<file path="config.mk">
export PLATFORM = sky130hd
export DESIGN_NAME = fft_frame_sequencer
export DESIGN_NICKNAME = d
export VERILOG_FILES = /design/src/rtl/fft_frame_sequencer.sv
export SDC_FILE = /design/constraint.sdc
export NUM_CORES = 1
export LEC_CHECK = 0
export CORE_MARGIN = 2
export CORE_UTILIZATION = 53
export DETAILED_ROUTE_END_ITERATION = 12
export GPL_ROUTABILITY_DRIVEN = 0
export GPL_TIMING_DRIVEN = 0
export PLACE_DENSITY = 0.79
export SETUP_SLACK_MARGIN = 0.2
export SYNTH_ARGS = -nofsm -noshare
export SYNTH_HDL_FRONTEND = slang
export SYNTH_SLANG_ARGS = --single-unit
</file>
<file path="constraint.sdc">
create_clock -name clk -period 3 [get_ports clk]
set_input_delay 0.6 -clock clk [delete_from_list [all_inputs] [get_ports clk]]
set_output_delay 0.6 -clock clk [all_outputs]
set_load 0.05 [all_outputs]
</file>
<file path="src/rtl/fft_frame_sequencer.sv">
// Single-FSM controller that walks one 8-point FFT frame through ROM -> SIPO -> FFT -> PISO,
// with start/busy/done handshake, abort, continuous mode and a completed-frame counter.
module fft_frame_sequencer #(
  parameter int N_POINTS = 8,
  parameter int ADDR_W   = 4,
  parameter int ROM_LAT  = 1,
  parameter int FFT_CYC  = 2
) (
  input  logic              clk,
  input  logic              rst,
  input  logic              start,
  input  logic              abort,
  input  logic              cont,
  input  logic [ADDR_W-1:0] base_addr,
  output logic              rom_en,
  output logic [ADDR_W-1:0] mem_address,
  output logic              sipo_en,
  output logic              fft_en,
  output logic              piso_load,
  output logic              piso_en,
  output logic              out_valid,
  output logic              busy,
  output logic              done,
  output logic              aborted,
  output logic [7:0]        frame_cnt
);

  typedef enum logic [2:0] {IDLE, LOAD, COMPUTE, UNLOAD, DONE} state_t;

  localparam logic [7:0] LOAD_LAST   = 8'(N_POINTS + ROM_LAT - 1);
  localparam logic [7:0] COMP_LAST   = 8'(FFT_CYC - 1);
  localparam logic [7:0] UNLOAD_LAST = 8'(N_POINTS);
  localparam logic [7:0] NPTS        = 8'(N_POINTS);
  localparam logic [7:0] RLAT        = 8'(ROM_LAT);

  state_t            state;
  logic [7:0]        cnt;
  logic [7:0]        cnt_nxt;
  logic [ADDR_W-1:0] base;

  assign cnt_nxt = cnt + 8'd1;

  // Outputs are written together with the state they belong to, so every output is a flop.
  always_ff @(posedge clk or negedge rst) begin
    if (!rst) begin
      state       <= IDLE;
      cnt         <= '0;
      base        <= '0;
      rom_en      <= 1'b0;
      mem_address <= '0;
      sipo_en     <= 1'b0;
      fft_en      <= 1'b0;
      piso_load   <= 1'b0;
      piso_en     <= 1'b0;
      out_valid   <= 1'b0;
      busy        <= 1'b0;
      done        <= 1'b0;
      aborted     <= 1'b0;
      frame_cnt   <= '0;
    end else begin
      rom_en    <= 1'b0;
      sipo_en   <= 1'b0;
      fft_en    <= 1'b0;
      piso_load <= 1'b0;
      piso_en   <= 1'b0;
      out_valid <= 1'b0;
      done      <= 1'b0;
      aborted   <= 1'b0;

      if (abort && (state == LOAD || state == COMPUTE || state == UNLOAD)) begin
        state   <= IDLE;
        cnt     <= '0;
        busy    <= 1'b0;
        aborted <= 1'b1;
      end else begin
        case (state)
          IDLE: begin
            if (start) begin
              state       <= LOAD;
              cnt         <= '0;
              base        <= base_addr;
              rom_en      <= 1'b1;
              mem_address <= base_addr;
              sipo_en     <= (ROM_LAT == 0);
              busy        <= 1'b1;
            end
          end

          LOAD: begin
            if (cnt == LOAD_LAST) begin
              state  <= COMPUTE;
              cnt    <= '0;
              fft_en <= 1'b1;
            end else begin
              cnt     <= cnt_nxt;
              rom_en  <= (cnt_nxt < NPTS);
              sipo_en <= (cnt_nxt >= RLAT) && (cnt_nxt <= LOAD_LAST);
              if (cnt_nxt < NPTS)
                mem_address <= base + ADDR_W'(cnt_nxt);
            end
          end

          COMPUTE: begin
            if (cnt == COMP_LAST) begin
              state     <= UNLOAD;
              cnt       <= '0;
              piso_load <= 1'b1;
              piso_en   <= 1'b1;
            end else begin
              cnt    <= cnt_nxt;
              fft_en <= 1'b1;
            end
          end

          UNLOAD: begin
            if (cnt == UNLOAD_LAST) begin
              state     <= DONE;
              cnt       <= '0;
              done      <= 1'b1;
              frame_cnt <= frame_cnt + 8'd1;
            end else begin
              cnt       <= cnt_nxt;
              piso_en   <= 1'b1;
              out_valid <= 1'b1;
            end
          end

          DONE: begin
            // A late abort still lets this frame count, but suppresses the continuous restart.
            if (cont && !abort) begin
              state       <= LOAD;
              cnt         <= '0;
              base        <= base_addr;
              rom_en      <= 1'b1;
              mem_address <= base_addr;
              sipo_en     <= (ROM_LAT == 0);
              busy        <= 1'b1;
            end else begin
              state <= IDLE;
              cnt   <= '0;
              busy  <= 1'b0;
            end
          end

          default: begin
            state <= IDLE;
            cnt   <= '0;
            busy  <= 1'b0;
          end
        endcase
      end
    end
  end

endmodule

</file>
==> results.cfg, run 1 <==
[logic_synthesis]
ys_warn_count = 0
synth.avg_cell_area_um2 = 10.99
syn_inst = 177
ys_seq_area_share_pct = 46.30
synthArstFlopShare_pct = 100.0
synth_edf_count = 0
synth.most_common_cell = dfrtp_1
synth_ff_type = dfrtp_1
synth_top_area_share_pct = 46.30
syn_nets = 195
synth.area.top_cells = dfrtp_1, mux2_2, ha_1, xnor2_1, o21ai_0
yosys.area.top_type = dfrtp_1
synth-seq-cells = 36
netlist_top_cells_count = dfrtp_1, mux2_2, xnor2_1
synth_area_um2 = 1946
ys_types = 44

[grt]
grt_overflow = 0
grt_max_degree = 37
use_met2_pct = 32.55
grt-busiest-layer = met2
grt_pass1_vias = 1432
grt_pass1_wl_mm = 6.354
grt_use_met1_pct = 24.23
track_usage_pct = 19.98
antenna_found_initial = 0
grt_use_met3_pct = 5.035

[drt]
routed_wirelength_mm = 3.563
wl_per_cell_um = 13.65
avgViaCountPerCell = 5.467
first_iter_violations = 54
drc = 0
drtPass1Iterations = 4
ant_nets = 0
vias = 1427

[clocking]
numCtsBuffers = 5
cts_max_level = 2
cts_sinks = 36
clockBufferDepth = 2
cts_resized = 0
cts_hold_buf = 0
root_buffer = clkbuf_8
clkTransAtPathRegs_ps = 60
worstSkewPairLatency_ps = 290
postCtsSetupBuffers = 0
cts_tree = yes

[floorplan]
row_count = 22
core_um2 = 3606
die_y_um = 64.59
die_area_um2 = 4172
die_x_um = 64.59
io_pins = 30
initial_utilization_pct = 53.96

[final_layout]
fin_nets = 231
final_cells = 261
diodes = 0
fin_area_um2 = 2387
area_delta_synth_final_pct = 22.70
drive_gt1_share_pct = 16.43

[placed_design]
place_worst_setup_slack_ps = 253.3
io_buffer_count = 29
dp_cells = 254
postPlaceCellArea_um2 = 2291
dp_hpwl_mm = 2.664

[setup_path]
crit_path_end_kind = flip-flop
r2r_setup_slack_ps = 700
critPathMaxFanout = 7
critPathLaunchType = primary input
r2r-start = cnt[0]$_DFFE_PN0P_
cp_slowest_cell = or3b_2
crit_chain = clkdlybuf4s50_1 > or3b_2 > nor4_4 > and4_4 > nand3_1 > xnor2_1
timing.rr.end = frame_cnt[6]$_DFFE_PN0P_
slowest_delay_ps = 570
cp.required_ps = 3170
timing.critical_path.buf_inv = 1
cp_top_family = simple AND/OR/NAND/NOR gates
cp.arrival_ps = 2640
rr_worst_depth = 7
crit_type = in2reg

[sta]
fin_crit_sh_pct = 82.08
finalSetupTns_ps = 0
hold_viol = 0
skew_ps = 9.277
fin_ws_ps = 537.7
worstMarginPinSlew_ps = 1278
grt_setup_unrepaired = false
drv_slew = 0
setup_viol = 0
max_freq_mhz = 406.1
relSlewSlack_pct = 14.00
fin_crit_ps = 2462

[job]
drv_cap = 0

[outcome]
outcome = completed

[power]
powerDensity_nw_per_um2 = 573.4
ir_drop_v = 0.0005433
p_leak_nw = 1.067

[worst_hold_path]
hp-class = in2async
## cell families after synthesis
| kind of cell | Yosys count | share of synthesized area [%] |
|---|---|---|
| AOI/OAI and AO/OA | 30 | 9.711 |
| xor gates and xnor gates | 16 | 7.910 |
| adders and majority gates | 9 | 6.174 |
| buffers and inverters | 16 | 4.115 |
| DFF | 36 | 46.30 |
| muxes | 14 | 7.910 |
| and+or+nand+nor | 56 | 17.88 |
## final cells by class
class	count	area, µm²
buffer	9	53.80
timing repair buffer	29	285.3
inverter	7	26.28
multi-input combinational	125	964.7
tap	48	60.06
sequential	36	900.9
fill	296	1219
clock buffer	7	96.34
## how the worst max path moves through the flow
stage          start                  endpoint  slack [ps]  cells after the start
2_1_floorplan  abort  frame_cnt[6]$_DFFE_PN0P_         810                      5
3_3_place_gp   abort  frame_cnt[7]$_DFFE_PN0P_         280                      6
3_5_place_dp   abort  frame_cnt[6]$_DFFE_PN0P_         250                      6
4_1_cts        abort  frame_cnt[6]$_DFFE_PN0P_         550                      6
5_1_grt        abort  frame_cnt[6]$_DFFE_PN0P_         410                      6
6_report       abort  frame_cnt[6]$_DFFE_PN0P_         540                      6
## cells in the final DEF, fill, tap and decap left out, types with 7 or more instances in the layout
cell type	instances
clkbuf_8	7
clkdlybuf4s50_1	28
dfrtp_1	36
ha_1	8
inv_1	7
mux2_2	11
nand2_1	8
o21ai_0	9
xnor2_1	11
## sequential cells by signal, summed over array words and instances (netlist names), 3 cells and up
register / cells
base: 4
mem_address: 4
state: 3
frame_cnt: 8
cnt: 8
## where the power goes
group / leakage (nW) / internal, mW / switching, mW / total [mW]
Sequential: 0.474 / 0.539 / 0.0309 / 0.570
Combinational: 0.542 / 0.183 / 0.255 / 0.439
Clock: 0.0503 / 0.204 / 0.156 / 0.360
## metal layers
layer  vias to the layer above  wire length (µm)
li1                        700                 -
met1                       687              1591
met2                        32              1719
met3                         8               174
met4                         0                78
met5                         -                 0
## through the flow
step / hold slack (ps) / total power [mW] / util [%]
CTS: 410.8 / 1.384 / 66.20
detailed placement: 466.5 / 1.020 / 63.53
floorplan: 304.4 / 0.8824 / -
global route: 442.6 / 1.441 / 66.20
finish: 384.4 / 1.369 / 66.20
global placement: 459.2 / 1.008 / 63.67
## worst reg2reg max path, cell delays in order (launching register included)
cell and delay [ps]:
dfrtp_1 450, inv_1 110, ha_1 160, or4b_4 500
nor4_4 420, and4_4 310, nand3_1 100, xnor2_1 140
(Power assumes the default switching activity.)
==> run 2, diff against run 1 <==
Clock period 3 ns to 2.3 ns, I/O delays scaled along.
==> run 2 against run 1 <==
Against the previous run: power up 36%; register-to-register slack worse by 550 ps; sequential share of layout area down 2.7 points; hold slack worse by 140 ps.
==> results.cfg, run 2 (synthesis gave the netlist of run 1 again) <==
[final_layout]
final_cell_mix = dfrtp_1, clkdlybuf4s50_1, buf_4
fin_nets = 242
utilization_pct = 71.48
fin_area_um2 = 2577
layout_commonest_cell = dfrtp_1
final_cells = 272
largest_registers = cnt x8, frame_cnt x8
area_delta_synth_final_pct = 32.48
diodes = 0
drive_gt1_share_pct = 28.57

[drt]
drc = 0
avgViaCountPerCell = 5.699
ant_nets = 0
wl_per_cell_um = 16.06
routed_wirelength_mm = 4.369
first_iter_violations = 67
vias = 1550
drtPass1Iterations = 4

[clocking]
numCtsBuffers = 5
cts_max_level = 2
cts_hold_buf = 0
cts_sinks = 36
clkTransAtPathRegs_ps = 70
cts_tree = yes
clockBufferDepth = 2
root_buffer = clkbuf_8
worstSkewPairLatency_ps = 290

[setup_path]
cp.arrival_ps = 2350
cp_slowest_cell = clkdlybuf4s50_1
path_depth = 6
rr_worst_depth = 8
crit_type = in2reg
cp_top_family = simple AND/OR/NAND/NOR gates
crit_start = abort
slowest_delay_ps = 460
critPathMaxFanout = 7
critPathLaunchType = primary input
timing.critical_path.buf_inv = 2
r2r_setup_slack_ps = 150
timing.critical_path.to = sipo_en$_DFF_PN0_
crit_chain = clkdlybuf4s50_1 > or2_2 > clkbuf_2 > or3_1 > nand3b_1 > nor3_1
timing.rr.end = sipo_en$_DFF_PN0_
crit_path_end_kind = flip-flop
r2r-start = cnt[0]$_DFFE_PN0P_
cp.required_ps = 2480

[grt]
grt_pass1_vias = 1457
grt_pass1_wl_mm = 6.706
grt_overflow = 0
antenna_found_initial = 0
track_usage_pct = 21.09
grt_max_degree = 37

[power]
ir_drop_v = 0.0007866
p_leak_nw = 1.160
p_total_mw = 1.867
powerDensity_nw_per_um2 = 724.4

[sta]
hold_viol = 0
fin_crit_ps = 2169
relSlewSlack_pct = 47.30
worstMarginPinSlew_ps = 784.0
skew_ps = 6.566
max_freq_mhz = 461.1
grt_setup_unrepaired = true
fin_crit_sh_pct = 94.30
drv_slew = 0
finalSetupTns_ps = 0
whs_ps = 241.7
fin_ws_ps = 131.2
setup_viol = 0

[outcome]
outcome = completed

[placed_design]
io_buffer_count = 29
postPlaceCellArea_um2 = 2291
dp_hpwl_mm = 2.698
place_worst_setup_slack_ps = -322.0
dp_cells = 254

[floorplan]
die_x_um = 64.59
die_y_um = 64.59
core_um2 = 3606
row_count = 22
io_pins = 30
die_area_um2 = 4172
initial_utilization_pct = 53.96

[worst_hold_path]
hp-class = in2async

[job]
drv_cap = 0
==> run 2: cell types whose count changed in the layout (fill, tap and decap cells not counted), moves of 2 or more <==
cell,before,now
ha_1,8,6
clkbuf_2,0,2
inv_2,0,2
clkbuf_1,4,2
nor3_1,6,4
buf_6,1,3
inv_1,7,5
nor3_2,0,2
buf_4,3,11
==> run 2: worst min-delay path by stage <==
stage	startpoint	cells past startpoint	slack (ps)	to
global route	rst	1	310	frame_cnt[6]$_DFFE_PN0P_
floorplan	rst	0	160	aborted$_DFF_PN0_
global placement	frame_cnt[7]$_DFFE_PN0P_	1	460	frame_cnt[7]$_DFFE_PN0P_
CTS	rst	1	280	cnt[4]$_DFFE_PN0P_
detailed placement	frame_cnt[7]$_DFFE_PN0P_	1	470	frame_cnt[7]$_DFFE_PN0P_
finish	rst	1	240	frame_cnt[6]$_DFFE_PN0P_
==> run 2: timing repair <==
item / 4_1_cts / 5_1_grt
pin swaps: 5 / 5
setup endpoints to repair: 18 / 15
buffers inserted: 7 / 3
resized for setup: 11 / 17
gates cloned: 0 / 1
==> run 2: layout make-up <==
cell class	instances	area (µm²)
Timing Repair Buffer	40	371.6
Fill cell	253	1028
Multi-Input combinational cell	125	1061
Tap cell	48	60.06
Clock buffer	7	96.34
Buffer	9	60.06
Sequential cell	36	902.1
Inverter	7	26.28
==> run 2: per-layer routing <==
layer | GRT usage, % | vias to the layer above | share of wire [%] | wire length, µm
met5 | 0 | - | 0 | 0
met4 | 8.511 | 0 | 3.4 | 147
met3 | 5.903 | 13 | 5.6 | 243
met2 | 34.24 | 53 | 50 | 2199
met1 | 26.69 | 761 | 41 | 1778
li1 | - | 723 | - | -
==> run 2: where the power goes <==
part           total (mW)  internal (mW)  switching (mW)
Clock               0.478          0.266           0.212
Sequential          0.743          0.703          0.0401
Combinational       0.645          0.283           0.363
==> run 3, diff against run 2 <==
Clock period 2.3 ns to 2.2 ns, I/O delays scaled along.
==> run 3 against run 2 <==
Against the previous run: die area stayed put; sequential power is 5.2% higher; first-iteration DRC count is 30% higher; worst setup slack better by 28 ps; routed wire length is 3.1% lower; via count is 3.1% lower; largest cell class unchanged.
==> results.cfg, run 3 (synthesis gave the netlist of run 1 again) <==
[outcome]
outcome = completed

[floorplan]
io_pins = 30
die_area_um2 = 4172
row_count = 22
die_x_um = 64.59
core_um2 = 3606
die_y_um = 64.59
initial_utilization_pct = 53.96

[drt]
wl_per_cell_um = 15.51
first_iter_violations = 87
wl_met1_mm = 1.825
wl_met3_um = 163
vias = 1502
ant_nets = 0
wl_met2_mm = 2.164
routed_wirelength_mm = 4.233
avgViaCountPerCell = 5.502
routed.top_layer = met4
drc = 0
drtPass1Iterations = 4

[clocking]
cts_sinks = 36
numCtsBuffers = 5
clockBufferDepth = 2
clkTransAtPathRegs_ps = 60
worstSkewPairLatency_ps = 280
cts_max_level = 2
root_buffer = clkbuf_8
cts_tree = yes

[sta]
max_freq_mhz = 490.1
hold_viol = 0
fin_ws_ps = 159.4
relSlewSlack_pct = 47.30
worstMarginPinSlew_ps = 783.9
grt_setup_unrepaired = true
skew_ps = 3.950
setup_viol = 0
fin_crit_sh_pct = 92.75
fin_crit_ps = 2041
drv_slew = 0

[setup_path]
rr_worst_depth = 7
crit_path_end_kind = flip-flop
timing.rr.end = frame_cnt[7]$_DFFE_PN0P_
timing.critical_path.to = frame_cnt[7]$_DFFE_PN0P_
cp.arrival_ps = 2200
crit_chain = clkdlybuf4s50_1 > or3b_4 > nor4_4 > and4_4 > nand3_2 > xnor2_2
crit_start = abort
critPathMaxFanout = 5
r2r-start = cnt[1]$_DFFE_PN0P_
cp_slowest_cell = clkdlybuf4s50_1
slowest_delay_ps = 470
crit_type = in2reg
critPathLaunchType = primary input
r2r_setup_slack_ps = 170
cp.required_ps = 2360

[power]
ir_drop_v = 0.0006503
intPower_mw = 1.273
power.switching_uw = 632.5
powerDensity_nw_per_um2 = 718.8
p_leak_nw = 1.229
p_seq_share_pct = 41.0
sw_frac_of_total_pct = 33.19
p_clk_share_pct = 22.1
p_total_mw = 1.906
combPwrFrac_pct = 36.9

[final_layout]
fill_cells = 234
multi_input_area_um2 = 1141
largest_registers = cnt x8, frame_cnt x8
drive_gt1_share_pct = 31.56
diodes = 0
layout_commonest_cell = dfrtp_1
utilization_pct = 73.53
final_cell_mix = dfrtp_1, clkdlybuf4s50_1, buf_4
fin_nets = 243
area_delta_synth_final_pct = 36.27
register_area_um2 = 902.1

[grt]
grt_pass1_vias = 1519
grt_overflow = 0
grt_max_degree = 37
grt_pass1_wl_mm = 6.665
antenna_found_initial = 0
track_usage_pct = 20.75

[placed_design]
io_buffer_count = 29
dp_hpwl_mm = 2.840
place_worst_setup_slack_ps = -419.6

[worst_hold_path]
hp-class = in2async

[job]
drv_cap = 0
[run 3: layer usage]
layer / global-route usage, % / up-vias
li1: - / 721
met1: 24.63 / 730
met2: 35.94 / 41
met3: 5.208 / 10
met4: 8.511 / 0
met5: 0 / -
[run 3: worst max-delay path, delay by kind of cell]
kind	cells	cell delay [ps]
XOR/XNOR	1	150
buffers and inverters	1	470
AND/OR/NAND/NOR	4	1140
[run 3: how the worst min path moves through the flow]
stage                                     startpoint                    endpoint  slack [ps]  cells after the start
after CTS                                        rst    frame_cnt[5]$_DFFE_PN0P_         260                      1
after global placement      frame_cnt[7]$_DFFE_PN0P_    frame_cnt[7]$_DFFE_PN0P_         460                      1
after floorplan                                  rst           aborted$_DFF_PN0_         140                      0
after global routing                             rst    frame_cnt[5]$_DFFE_PN0P_         300                      1
final                                            rst    frame_cnt[5]$_DFFE_PN0P_         230                      1
after detailed placement  mem_address[1]$_DFFE_PN0P_  mem_address[1]$_DFFE_PN0P_         500                      1
[run 3: timing repair]
item | in CTS | in global routing
buffers inserted | 8 | 5
endpoints found under the setup margin | 21 | 25
gates resized for setup | 15 | 29
pin swaps | 8 | 12
hold buffers | 0 | 0
[run 3: final cells by class]
type                    instances  share of cell area, %
clock inverters                 1                 0.1888
multi-input cells             125                  43.04
inverters                       7                 0.9910
repair buffers                 42                  14.68
flip-flops and latches         36                  34.03
well taps                      48                  2.265
clock buffers                   6                  2.737
plain buffers                   8                  2.076
[run 3: per-stage QoR]
| stage | cells | setup TNS [ps] | cell area [µm²] | hold WS [ps] |
|---|---|---|---|---|
| floorplan | 177 | 0 | 1953 | 144.4 |
| global placement | 254 | -3736 | 2303 | 459.2 |
| detailed placement | 254 | -3680 | 2298 | 496.8 |
| CTS | 269 | 0 | 2484 | 263.2 |
| global route | 273 | 0 | 2651 | 297.1 |
| finish | 273 | 0 | 2651 | 231.5 |
[run 3: power by group through the flow]
stage / clock [mW] / combinational (mW) / sequential, mW
after global routing: 0.467 / 0.750 / 0.793
after detailed placement: 0 / 0.602 / 0.793
after floorplan: 0 / 0.255 / 0.952
after global placement: 0 / 0.589 / 0.787
after CTS: 0.431 / 0.645 / 0.780
final: 0.420 / 0.703 / 0.782
